[src/rtl/ising_config.sv]
// GPIO word field layout shared by the configuration register slice.
package ising_config;
    localparam int GPIO_STROBE_BIT = 31;
    localparam int GPIO_ADDR_MSB   = 30;
    localparam int GPIO_ADDR_LSB   = 16;
    localparam int GPIO_DATA_MSB   = 15;
    localparam int GPIO_DATA_LSB   = 0;
    localparam int GPIO_ADDR_W     = 15;
endpackage

[src/rtl/gpio_strobe_edge.sv]
// Rising-edge detector for the GPIO write strobe; the previous-strobe flop tracks
// the input even in reset so a strobe held through reset never fires.
module gpio_strobe_edge (
    input  logic clk,
    input  logic rst,
    input  logic strobe_in,
    output logic strobe_rise
);
    logic strobe_q;

    always_ff @(posedge clk) begin
        strobe_q <= strobe_in;
    end

    assign strobe_rise = strobe_in & ~strobe_q & ~rst;
endmodule

[src/rtl/config_reg.sv]
// GPIO-written configuration register, assembled from NUM_CHUNKS chunk writes.
// Optional macro CONFIG_REG_UPDATE_PULSE_EN adds a one-cycle update_pulse output.
module config_reg
    import ising_config::*;
#(
    parameter int                     DATA_WIDTH  = 16,
    parameter int                     NUM_CHUNKS  = 1,
    parameter int                     CHUNK_WIDTH = 16,
    parameter logic [GPIO_ADDR_W-1:0] ADDR        = '0
) (
    input  logic                  clk,
    input  logic                  rst,
    input  logic [31:0]           gpio_in,
    output logic [DATA_WIDTH-1:0] reg_out
`ifdef CONFIG_REG_UPDATE_PULSE_EN
    ,
    output logic                  update_pulse
`endif
);
    localparam int SHADOW_W = NUM_CHUNKS * CHUNK_WIDTH;
    localparam int EXT_W    = (SHADOW_W > DATA_WIDTH) ? SHADOW_W : DATA_WIDTH;
    localparam int CNT_W    = (NUM_CHUNKS > 1) ? $clog2(NUM_CHUNKS) : 1;

    logic                   strobe_rise;
    logic                   hit;
    logic                   last;
    logic [CNT_W-1:0]       idx;
    logic [SHADOW_W-1:0]    shadow;
    logic [SHADOW_W-1:0]    next_shadow;
    logic [EXT_W-1:0]       ext;
    logic [CHUNK_WIDTH-1:0] chunk;

    gpio_strobe_edge u_edge (
        .clk         (clk),
        .rst         (rst),
        .strobe_in   (gpio_in[GPIO_STROBE_BIT]),
        .strobe_rise (strobe_rise)
    );

    assign hit   = strobe_rise && (gpio_in[GPIO_ADDR_MSB:GPIO_ADDR_LSB] == ADDR);
    assign last  = (idx == CNT_W'(NUM_CHUNKS - 1));
    assign chunk = gpio_in[GPIO_DATA_LSB +: CHUNK_WIDTH];

    // Merge the incoming chunk so a completing write lands in reg_out on the same edge.
    always_comb begin
        next_shadow = shadow;
        for (int i = 0; i < NUM_CHUNKS; i++) begin
            if (idx == CNT_W'(i)) next_shadow[i*CHUNK_WIDTH +: CHUNK_WIDTH] = chunk;
        end
    end

    assign ext = EXT_W'(next_shadow);

    always_ff @(posedge clk) begin
        if (rst) begin
            reg_out <= '0;
            shadow  <= '0;
            idx     <= '0;
        end else if (hit) begin
            shadow <= next_shadow;
            if (last) begin
                idx     <= '0;
                reg_out <= ext[DATA_WIDTH-1:0];
            end else begin
                idx <= idx + 1'b1;
            end
        end
    end

`ifdef CONFIG_REG_UPDATE_PULSE_EN
    always_ff @(posedge clk) begin
        if (rst) update_pulse <= 1'b0;
        else     update_pulse <= hit && last;
    end
`endif
endmodule

[config.mk]
export PLATFORM = sky130hd
export DESIGN_NAME = config_reg
export DESIGN_NICKNAME = d
export VERILOG_FILES = /design/src/rtl/ising_config.sv /design/src/rtl/gpio_strobe_edge.sv /design/src/rtl/config_reg.sv
export SDC_FILE = /design/constraint.sdc
export NUM_CORES = 1
export LEC_CHECK = 0
export CAP_MARGIN = 20
export CORE_ASPECT_RATIO = 0.6
export CORE_UTILIZATION = 35
export DETAILED_ROUTE_END_ITERATION = 10
export PLACE_DENSITY = 0.78
export SYNTH_ARGS = -nofsm -noshare
export SYNTH_HDL_FRONTEND = slang
export SYNTH_SLANG_ARGS = --single-unit
export TNS_END_PERCENT = 1
[constraint.sdc]
create_clock -name clk -period 2.4 [get_ports clk]
set_input_delay 0.72 -clock clk [delete_from_list [all_inputs] [get_ports clk]]
set_output_delay 0.72 -clock clk [all_outputs]
set_load 0.01 [all_outputs]
======== Word-level counts from Yosys, hierarchy flattened ========
Cells that the tools add are included.
storage, ports and cells
  input port bits ......................... 34
  output and inout port bits .............. 16
  register bits after elaboration ......... 34
  logic and storage cells ................. 15
cells by class
  mux-type cells .......................... 2
  reductions and logical operators ........ 3
  bitwise logic cells ..................... 5
  add/subtract/negate cells ............... 1
operator list
  operator             number
  $mux 16              1
  $logic_not 15->1     1
  $not 1->1            3
  $and 1x1->1          2
  $reduce_and 2->1     1
  $add 1x1->1 const B  1
  $logic_and 1x1->1    1
  $mux 1               1

======== Logic depth before layout (Yosys ltp) ========
Gate-level depths: netlist (run 1).
  depth in word-level cells ............... 5
  mapped depth ............................ 5
  mapped depth without buffers ............ 4

======== Cells and area by module ========
A second synthesis (run 1) with hierarchy kept.
unflattened totals
  cell total of the unflattened synthesis .. 75
  area, all modules ....................... 818.3 um^2
by module, submodules not included
  module            cells an instance  instances  area an instance (um^2)  sequential area each (um^2)
  config_reg        73                 1          785.8                    320.3
  gpio_strobe_edge  2                  1          32.5                     20.0

======== Worst setup path before layout (run 1) ========
OpenSTA, ideal clock, no wires.
  path type ............................... input to register
  start ................................... in gpio_in[17]
  end ..................................... reg reg_out[10]
  path buffers ............................ 1
  arrival time ............................ 2,126 ps
  cell stages on the path ................. 4
  path slack .............................. 202 ps
  library setup time ...................... 72 ps
  path through ............................ or4_4 nor4_4 buf_6 mux2i_1
between the ends
  cells in the longest elaborated chain, start to end .. 3
ends and longest elaborated chain
  what                        line              text
  from (decl)                 config_reg.sv:13  input logic [31:0] gpio_in,
  $logic_not 15->1            config_reg.sv:40  assign hit = strobe_rise && (gpio_in[GPIO_ADDR_MSB:GPIO_ADDR_LSB] == ADDR);
  $logic_and 1x1->1           config_reg.sv:40
  $reduce_and 2->1 (no line)  -
  to (signal assigned)        config_reg.sv:63  reg_out <= ext[DATA_WIDTH-1:0];
  to (decl)                   config_reg.sv:14  output logic [DATA_WIDTH-1:0] reg_out
No other way between the ends.
A chain may end at the register's enable or synchronous reset.

======== Worst setup path after layout (run 1) ========
  start ................................... in gpio_in[17]
  end ..................................... reg reg_out[11]
The elaborated chain is that of the path after synthesis.

==> results of run 1 <==
[through the flow]
step	setup slack, ns	total power [mW]	instance area [µm²]	TNS [ns]	util, %
2_1_floorplan	0.202	0.309	782	0	-
6_report	0.209	0.574	1360	0	69.0
4_1_cts	0.199	0.582	1360	0	69.0
3_5_place_dp	-0.0679	0.369	1310	-0.560	66.7
5_1_grt	0.151	0.601	1360	0	69.0
3_3_place_gp	0.00823	0.366	1310	0	66.7
[sequential cells by signal, summed over array words and instances, names as in the netlist]
| name | cells |
|---|---|
| u_edge.strobe_q | 1 |
| reg_out | 16 |
[power by group through the flow]
| stage | Clock [mW] | Sequential [mW] | Combinational [mW] |
|---|---|---|---|
| after floorplan | 0 | 0.289 | 0.0198 |
| after global placement | 0 | 0.289 | 0.0770 |
| after detailed placement | 0 | 0.290 | 0.0792 |
| after CTS | 0.219 | 0.283 | 0.0796 |
| after global routing | 0.234 | 0.283 | 0.0844 |
| final | 0.212 | 0.283 | 0.0786 |
[per-layer routing]
layer	vias to the layer above	wire length, µm
li1	356	-
met5	-	0
met3	2	107
met4	0	8
met1	312	810
met2	22	941
[Yosys cell counts]
| cell | number |
|---|---|
| clkbuf_1 | 3 |
| mux2i_1 | 16 |
| nand3_1 | 1 |
| buf_6 | 1 |
| nor4b_1 | 1 |
| or4_4 | 1 |
| nand2b_1 | 32 |
| nor4_4 | 1 |
| dfxtp_1 | 17 |
| nor4_1 | 2 |
[critical path: cells and delay by family]
family | cells | cell delay [ns]
buffers and inverters | 2 | 0.62
multiplexers | 1 | 0.20
AND/OR/NAND/NOR | 2 | 0.82
[final timing paths]
path                      startpoint                  endpoint  cells after the start
max                      gpio_in[17]  reg_out[11]$_SDFFE_PP0P_                      5
min          reg_out[7]$_SDFFE_PP0P_   reg_out[7]$_SDFFE_PP0P_                      2
max reg2reg  u_edge.strobe_q$_DFF_P_  reg_out[11]$_SDFFE_PP0P_                      5
min reg2reg  reg_out[7]$_SDFFE_PP0P_   reg_out[7]$_SDFFE_PP0P_                      2
[logic make-up (layout without fill, tap and decap cells)]
family	Yosys count	count (layout)	synth area share (%)
buffers and inverters	4	55	2.88
muxes	16	16	20.5
and+or+nand+nor	38	38	33.1
DFF	17	17	43.5
[final cells by class]
class,instances,area [µm²]
multi-input cells,54,419
fillers,184,609
flip-flops and latches,17,340
repair buffers,51,518
well taps,28,35.0
clock buffers,4,45.0
==> impl_results.md, run 1 <==
* Status: complete, no violations
* Detail Route Antenna Nets at 0
* Area delta synth->final at 73.6%
* Vias per inst at about 4.5
* TritonCTS clock tree: done
* Diode count at 0
* Vias in the first global route at 722
* DP Cell Count at 150
* Nets at 161
* Met3 Usage GRT at 7.06%
* FF-to-FF setup slack at ~1.0 ns
* CP max stage cell: or4_4
* First drt pass iteration count at 2
* First-pass GRT wire length at 3.24 mm
* Crit share post-route at just over 90%
* Min Tclk post-route at 2.19 ns
* WP data arrival at between 2 and 2.5 ns
* Comb pwr share at 13.7%
* Vias at just under 700
* I/O Pins at 50
* RSZ-0062 raised after global routing: false
* Non-Filler Instances at about 150
* Max Clock Freq at about 460 MHz
* Initial Util at between 30 and 40%
* Fin. Hold Viols at 0
* Die Area at 2430 µm²
* Pint at roughly 460 µW
* Total GRT Usage at between 10% and 20%
* DP HPWL at approximately 1.5 mm
* Synthesized flop and latch total at 17
* Flop pwr share at approximately half
* CTS H-tree depth at 1
* # setup viols final at 0
* GRT overflow at 0
* I/O Buffers at 49
* Worst hold path type: register to register
* Routed wire length at 1.87 mm
* Register area share after synthesis at 43.5%
* Post-route DRC at 0
* Clk_skew at about 0.0046 ns
* Routed length per placed instance at around 12 µm
* WHS at 0.472 ns
* Largest net degree at the start of global routing at 33
* CP required at between 2 and 3 ns
* Initial antenna violation count at 0
* Core ar. at 1970 µm²
* Worst VDD drop at between 200 and 250 µV
* Sw Share at between 15 and 20%
* Kind of critical path: primary input to register
* Chip Width at between 60 and 70 µm
* CTS-repair resized insts at 0
* NetSw at between 100 and 150 µW
* Critical path peak fanout at 16
* MaxCap Viol Count at 0
* Max Buffers Root-to-Sink at 2
* Leading cell type in the layout, fill and taps excluded: clkdlybuf4s50_1
* Final slew viol count at 0
* CP Capture Type: register
* Grt peak-use layer: met2
* Count of cell types in the netlist at 10
* P_leak at 0.454 nW
* Slew HR at 82.7%
* Mapped Avg Cell Area at 10.4 µm²
* Clock power frac at a little under two fifths
* CP max stage delay at about 0.55 ns
* TritonCTS buffer count at 3
* RePlAce Congestion at about 0.64
* Mapped Nets at about 110
* Cells after Synth at 75
* Worst-path cell chain: clkdlybuf4s50_1, or4_4, nor4_4, buf_12, mux2i_1
* Yosys top cell by area: dfxtp_1
* Row count at 12
* Worst Max-Slew Pin Slew at around 0.26 ns
* Yosys warnings at 0
* Initial drt markers at 32
* Layout cell share with drive strength beyond 1 at under 10%
* DIE HEIGHT at between 30 and 40 µm
* Clk sink count at 17
* Mapped Area at 782 µm²
* Power density over the cells at 423 nW/µm²
* Post-CTS setup buffer count at 0
* Most frequent cells in the layout: clkdlybuf4s50_1, nand2b_1, dfxtp_1, mux2i_1, clkbuf_8
* M2 GR Usage at 32.8%
* Synth top area cells: dfxtp_1, nand2b_1, mux2i_1
* Met1 Use GR at a little over 20%
* Skew-Pair Late Insertion Delay at 0.25 ns
* Cts hold-fix bufs at 0
* Root Buffer: clkbuf_8
* Clock-pin slew on the worst setup and hold paths at around 0.07 ns
* Yosys top cell area share at approximately 44%
* CP startpoint kind: primary input
Power figures use the tool's default switching activity.
==> inputs of run 2 (changes only) <==
- PLACE_DENSITY: 0.78 -> unset
- PLACE_DENSITY_LB_ADDON: unset -> 0.1
==> impl_results.md, run 2 (synthesis results as in run 1) <==
* Status: complete, no violations
* Worst Max-Slew Pin Slew at approximately 0.30 ns
* Slew HR at about 80%
* Chip Width at between 60 and 70 µm
* Detail Route Antenna Nets at 0
* First-pass GRT wire length at about 2.8 mm
* MaxCap Viol Count at 0
* CP max stage delay at 0.54 ns
* Kind of critical path: primary input to register
* GRT overflow at 0
* Leading cell type in the layout, fill and taps excluded: clkdlybuf4s50_1
* Routed length per placed instance at 11.4 µm
* Routed wire length at 1.75 mm
* P_leak at ~0.46 nW
* Clock-pin slew on the worst setup and hold paths at 0.06 ns
* CTS-repair resized insts at 0
* Final slew viol count at 0
* Most frequent cells in the layout: clkdlybuf4s50_1, nand2b_1, dfxtp_1, mux2i_1, clkbuf_8
* CTS H-tree depth at 1
* Post-route DRC at 0
* RSZ-0062 raised after global routing: false
* Initial antenna violation count at 0
* Diode count at 0
* Largest net degree at the start of global routing at 33
* Hold_sp: reg_out[2]$_SDFFE_PP0P_
* Total GRT Usage at between 15 and 20%
* Final Core Density at about 69%
* TritonCTS buffer count at 3
* Crit-path leading delay family: simple AND/OR/NAND/NOR gates
* Worst-path cell chain: clkdlybuf4s50_1, or4_4, nor4_4, buf_12, mux2i_1
* Worst hold path type: register to register
* WP data arrival at 2.35 ns
* CP Capture Type: register
* Area of the multi-input gates at approximately 420 µm²
* Fin. Hold Viols at 0
* Worst Slack Setup Final at between 0.2 and 0.25 ns
* DP HPWL at 1.39 mm
* Clk sink count at 17
* Power density over the cells at roughly 420 nW/µm²
* DIE HEIGHT at 38.6 µm
* Biggest register: reg_out
* Core ar. at around 2000 µm²
* # setup viols final at 0
* FF-to-FF setup slack at between 1 and 1.5 ns
* TritonCTS clock tree: done
* Vias per inst at 4.47
* Worst VDD drop at 441 µV
* Cts hold-fix bufs at 0
* Max Buffers Root-to-Sink at 2
* First drt pass iteration count at 4
* CP startpoint: gpio_in[17]
* Critical path peak fanout at 16
* Reg area at roughly 340 µm²
* Row count at 12
* WHS at between 0.4 and 0.5 ns
* Initial drt markers at 15
* R2R Path Start: u_edge.strobe_q$_DFF_P_
* Dpl ws at -0.0312 ns
* CP max stage cell: or4_4
* Clk_skew at roughly 0.0011 ns
* RePlAce Congestion at roughly 0.66
* Skew-Pair Late Insertion Delay at about 0.25 ns
* Area delta synth->final at 73.8%
* Root Buffer: clkbuf_8
* I/O Pins at 50
* Min Tclk post-route at between 2 and 2.5 ns
* Crit share post-route at 90.3%
* CP required at between 2 and 3 ns
* Initial Util at approximately 40%
* Layout cell share with drive strength beyond 1 at roughly 6.3%
* Vias at 689
* Post-CTS setup buffer count at 0
* CP startpoint kind: primary input
* Nets at 161
* I/O Buffers at 49
* Die Area at about 2400 µm²
* Max Clock Freq at roughly 460 MHz
* Biggest registers after layout: reg_out (16), u_edge.strobe_q (1)
* Buf+Inv Stages, Crit Path at 2
* Vias in the first global route at roughly 660
* Fill cells at around 160
* Max reg flops at 16
[run 2: changes by cell type in the layout (fill, tap and decap cells not counted)]
cell      delta
clkbuf_1     -1
clkinv_2     +1
[run 2: layout make-up]
class,instances,share of cell area (%)
Clock buffer,3,3.04
Tap cell,28,2.58
Multi-Input combinational cell,54,30.8
Timing Repair Buffer,51,38.1
Sequential cell,17,25.0
Clock inverter,1,0.368
[run 2: per-stage QoR]
step                cells  cell area (µm²)  TNS (ns)  power [mW]
finish                154             1360         0       0.570
floorplan              75              782         0       0.309
CTS                   154             1360         0       0.575
global route          154             1360         0       0.591
global placement      150             1310         0       0.366
detailed placement    150             1310    -0.212       0.369
[run 2: final timing paths]
path,endpoint,cells past startpoint
min reg2reg,reg_out[2]$_SDFFE_PP0P_,2
min,reg_out[2]$_SDFFE_PP0P_,2
max reg2reg,reg_out[4]$_SDFFE_PP0P_,5
max,reg_out[4]$_SDFFE_PP0P_,5
[run 2: report_power, final]
group	leakage (nW)	internal (mW)	switching [mW]
logic	0.294	0.0601	0.0186
clock network	0.0255	0.115	0.0934
registers	0.137	0.283	0.000313
[run 2: routing by layer]
layer | global-route usage (%) | share of wire, % | vias to the layer above | routed length [µm]
met3 | 6.76 | 7.0 | 2 | 123
met4 | 3.49 | 0.23 | 0 | 4
met2 | 32.0 | 52 | 20 | 908
met1 | 14.6 | 41 | 317 | 718
li1 | - | - | 350 | -
met5 | 0 | 0 | - | 0
[run 2: worst register-to-register path: cells and delay by family (launching register included)]
kind / cells / cell delay, ns
flip-flops: 1 / 0.30
buffers and inverters: 1 / 0.21
AND/OR/NAND/NOR: 3 / 0.58
multiplexers: 1 / 0.20
==> inputs of run 3 (changes only) <==
- CORE_ASPECT_RATIO: 0.6 -> unset
==> impl_results.md, run 3 (synthesis results as in run 1) <==
* Status: complete, no violations
* Area after detailed placement at approximately 1300 µm²
* CP max stage cell: or4_4
* Clock-pin slew on the worst setup and hold paths at approximately 0.10 ns
* DIE HEIGHT at 49.3 µm
* Clk sink count at 17
* Kind of critical path: primary input to register
* Layout cell share with drive strength beyond 1 at 5.56%
* Leading cell type in the layout, fill and taps excluded: clkdlybuf4s50_1
* Min Tclk post-route at about 2.1 ns
* I/O Pins at 50
* Chip Width at roughly 49 µm
* Routed wire length at between 1.5 and 2 mm
* Core ar. at between 2000 and 2500 µm²
* Vias in the first global route at 661
* Critical path peak fanout at 16
* Worst hold path type: register to register
* First drt pass iteration count at 3
* Post-route DRC at 0
* M2 GR Usage at a little over a quarter
* Final slew viol count at 0
* DP HPWL at between 1 and 1.5 mm
* CP startpoint kind: primary input
* TritonCTS buffer count at 3
* Total GRT Usage at between 10% and 20%
* Max Clock Freq at around 470 MHz
* CTS H-tree depth at 1
* Initial Util at about 39%
* Worst Max-Slew Pin Slew at 0.264 ns
* Row count at 16
* Root Buffer: clkbuf_4
* Fin. Hold Viols at 0
* FF-to-FF path depth at 5
* Crit-path leading delay family: simple AND/OR/NAND/NOR gates
* Reg-to-reg endpoint: reg_out[11]$_SDFFE_PP0P_
* Diode count at 0
* Crit path depth at 5
* CP required at ~2.6 ns
* CP startpoint: gpio_in[17]
* Vias per inst at 4.47
* Biggest registers after layout: reg_out (16), u_edge.strobe_q (1)
* Clk_skew at approximately 0.0044 ns
* Initial drt markers at 6
* TritonCTS clock tree: done
* Met1 Use GR at between 10% and 20%
* Overall Power at 516 µW
* P_leak at ~0.45 nW
* Crit share post-route at 88.3%
* R2R Path Start: u_edge.strobe_q$_DFF_P_
* Routed length per placed instance at approximately 11 µm
* Capture point of the critical path: reg_out[11]$_SDFFE_PP0P_
* MaxCap Viol Count at 0
* CP max stage delay at roughly 0.54 ns
* CTS-repair resized insts at 0
* FF-to-FF setup slack at roughly 1.0 ns
* RSZ-0062 raised after global routing: false
* Die Area at between 2000 and 2500 µm²
* Post-CTS setup buffer count at 0
* Detail Route Antenna Nets at 0
* Cts hold-fix bufs at 0
* WP data arrival at about 2.3 ns
* Area delta synth->final at 71.0%
* Grt peak-use layer: met2
* Met3 Usage GRT at 5.61%
* Most frequent cells in the layout: clkdlybuf4s50_1, nand2b_1, dfxtp_1, mux2i_1, clkbuf_4
* Slew HR at between 80 and 90%
* Largest net degree at the start of global routing at 33
* GRT overflow at 0
* Nets at around 160
* Worst-path cell chain: clkdlybuf4s50_1, or4_4, nor4_4, buf_12, mux2i_1
* Initial antenna violation count at 0
* I/O Buffers at 49
* Skew-Pair Late Insertion Delay at 0.29 ns
* Max Buffers Root-to-Sink at 2
* RePlAce Congestion at around 0.63
* # setup viols final at 0
* First-pass GRT wire length at between 2 and 3 mm
* Worst VDD drop at roughly 300 µV
* Design Area, Final at between 1000 and 1500 µm²
* Vias at 684
* Power density over the cells at between 300 and 400 nW/µm²
* CP Capture Type: register
* Buf+Inv Stages, Crit Path at 2
* WHS at between 0.4 and 0.5 ns
* Biggest register: reg_out
* Max reg flops at 16
==> run 3: cell types whose count changed in the layout (fill, tap and decap cells not counted) <==
cell / change
clkbuf_4: +3
clkbuf_8: -3
clkbuf_1: +1
clkinv_2: -1
==> run 3: per-stage QoR <==
stage	setup TNS (ns)	setup WS (ns)	std cells	util, %
after floorplan	0	0.202	75	-
after global placement	0	0.00380	149	64.9
after detailed placement	-0.200	-0.0280	149	64.9
after CTS	0	0.283	153	66.2
after global routing	0	0.218	153	66.2
final	0	0.282	153	66.2
==> run 3: final cells by class <==
class	count	area (µm²)
fill	177	684
timing repair buffer	51	518
multi-input combinational	54	419
sequential	17	340
tap	27	33.8
clock buffer	4	26.3
==> run 3: how the worst min path moves through the flow <==
stage	startpoint	depth (start not counted)	slack, ns	end
2_1_floorplan	reg_out[0]$_SDFFE_PP0P_	2	0.49	reg_out[0]$_SDFFE_PP0P_
3_3_place_gp	reg_out[13]$_SDFFE_PP0P_	2	0.46	reg_out[13]$_SDFFE_PP0P_
3_5_place_dp	reg_out[14]$_SDFFE_PP0P_	2	0.46	reg_out[14]$_SDFFE_PP0P_
4_1_cts	reg_out[12]$_SDFFE_PP0P_	2	0.48	reg_out[12]$_SDFFE_PP0P_
5_1_grt	reg_out[2]$_SDFFE_PP0P_	2	0.50	reg_out[2]$_SDFFE_PP0P_
6_report	reg_out[12]$_SDFFE_PP0P_	2	0.48	reg_out[12]$_SDFFE_PP0P_
==> run 3: power breakdown <==
group	total [mW]	switching, mW	internal (mW)
Combinational	0.0781	0.0181	0.0600
Sequential	0.283	0.000218	0.283
Clock	0.155	0.0900	0.0645
==> run 3: worst reg2reg max path, cell delays in order (launching register included) <==
cell and delay (ns):
dfxtp_1 0.31, nor4_1 0.20, nand3_1 0.17, nor4_4 0.21, buf_12 0.21, mux2i_1 0.20
==> run 3: layer usage <==
metal | vias to the layer above | share of wire, %
met5 | - | 0
met4 | 0 | 0.76
met3 | 2 | 4.7
met2 | 21 | 50
met1 | 309 | 44
li1 | 352 | -
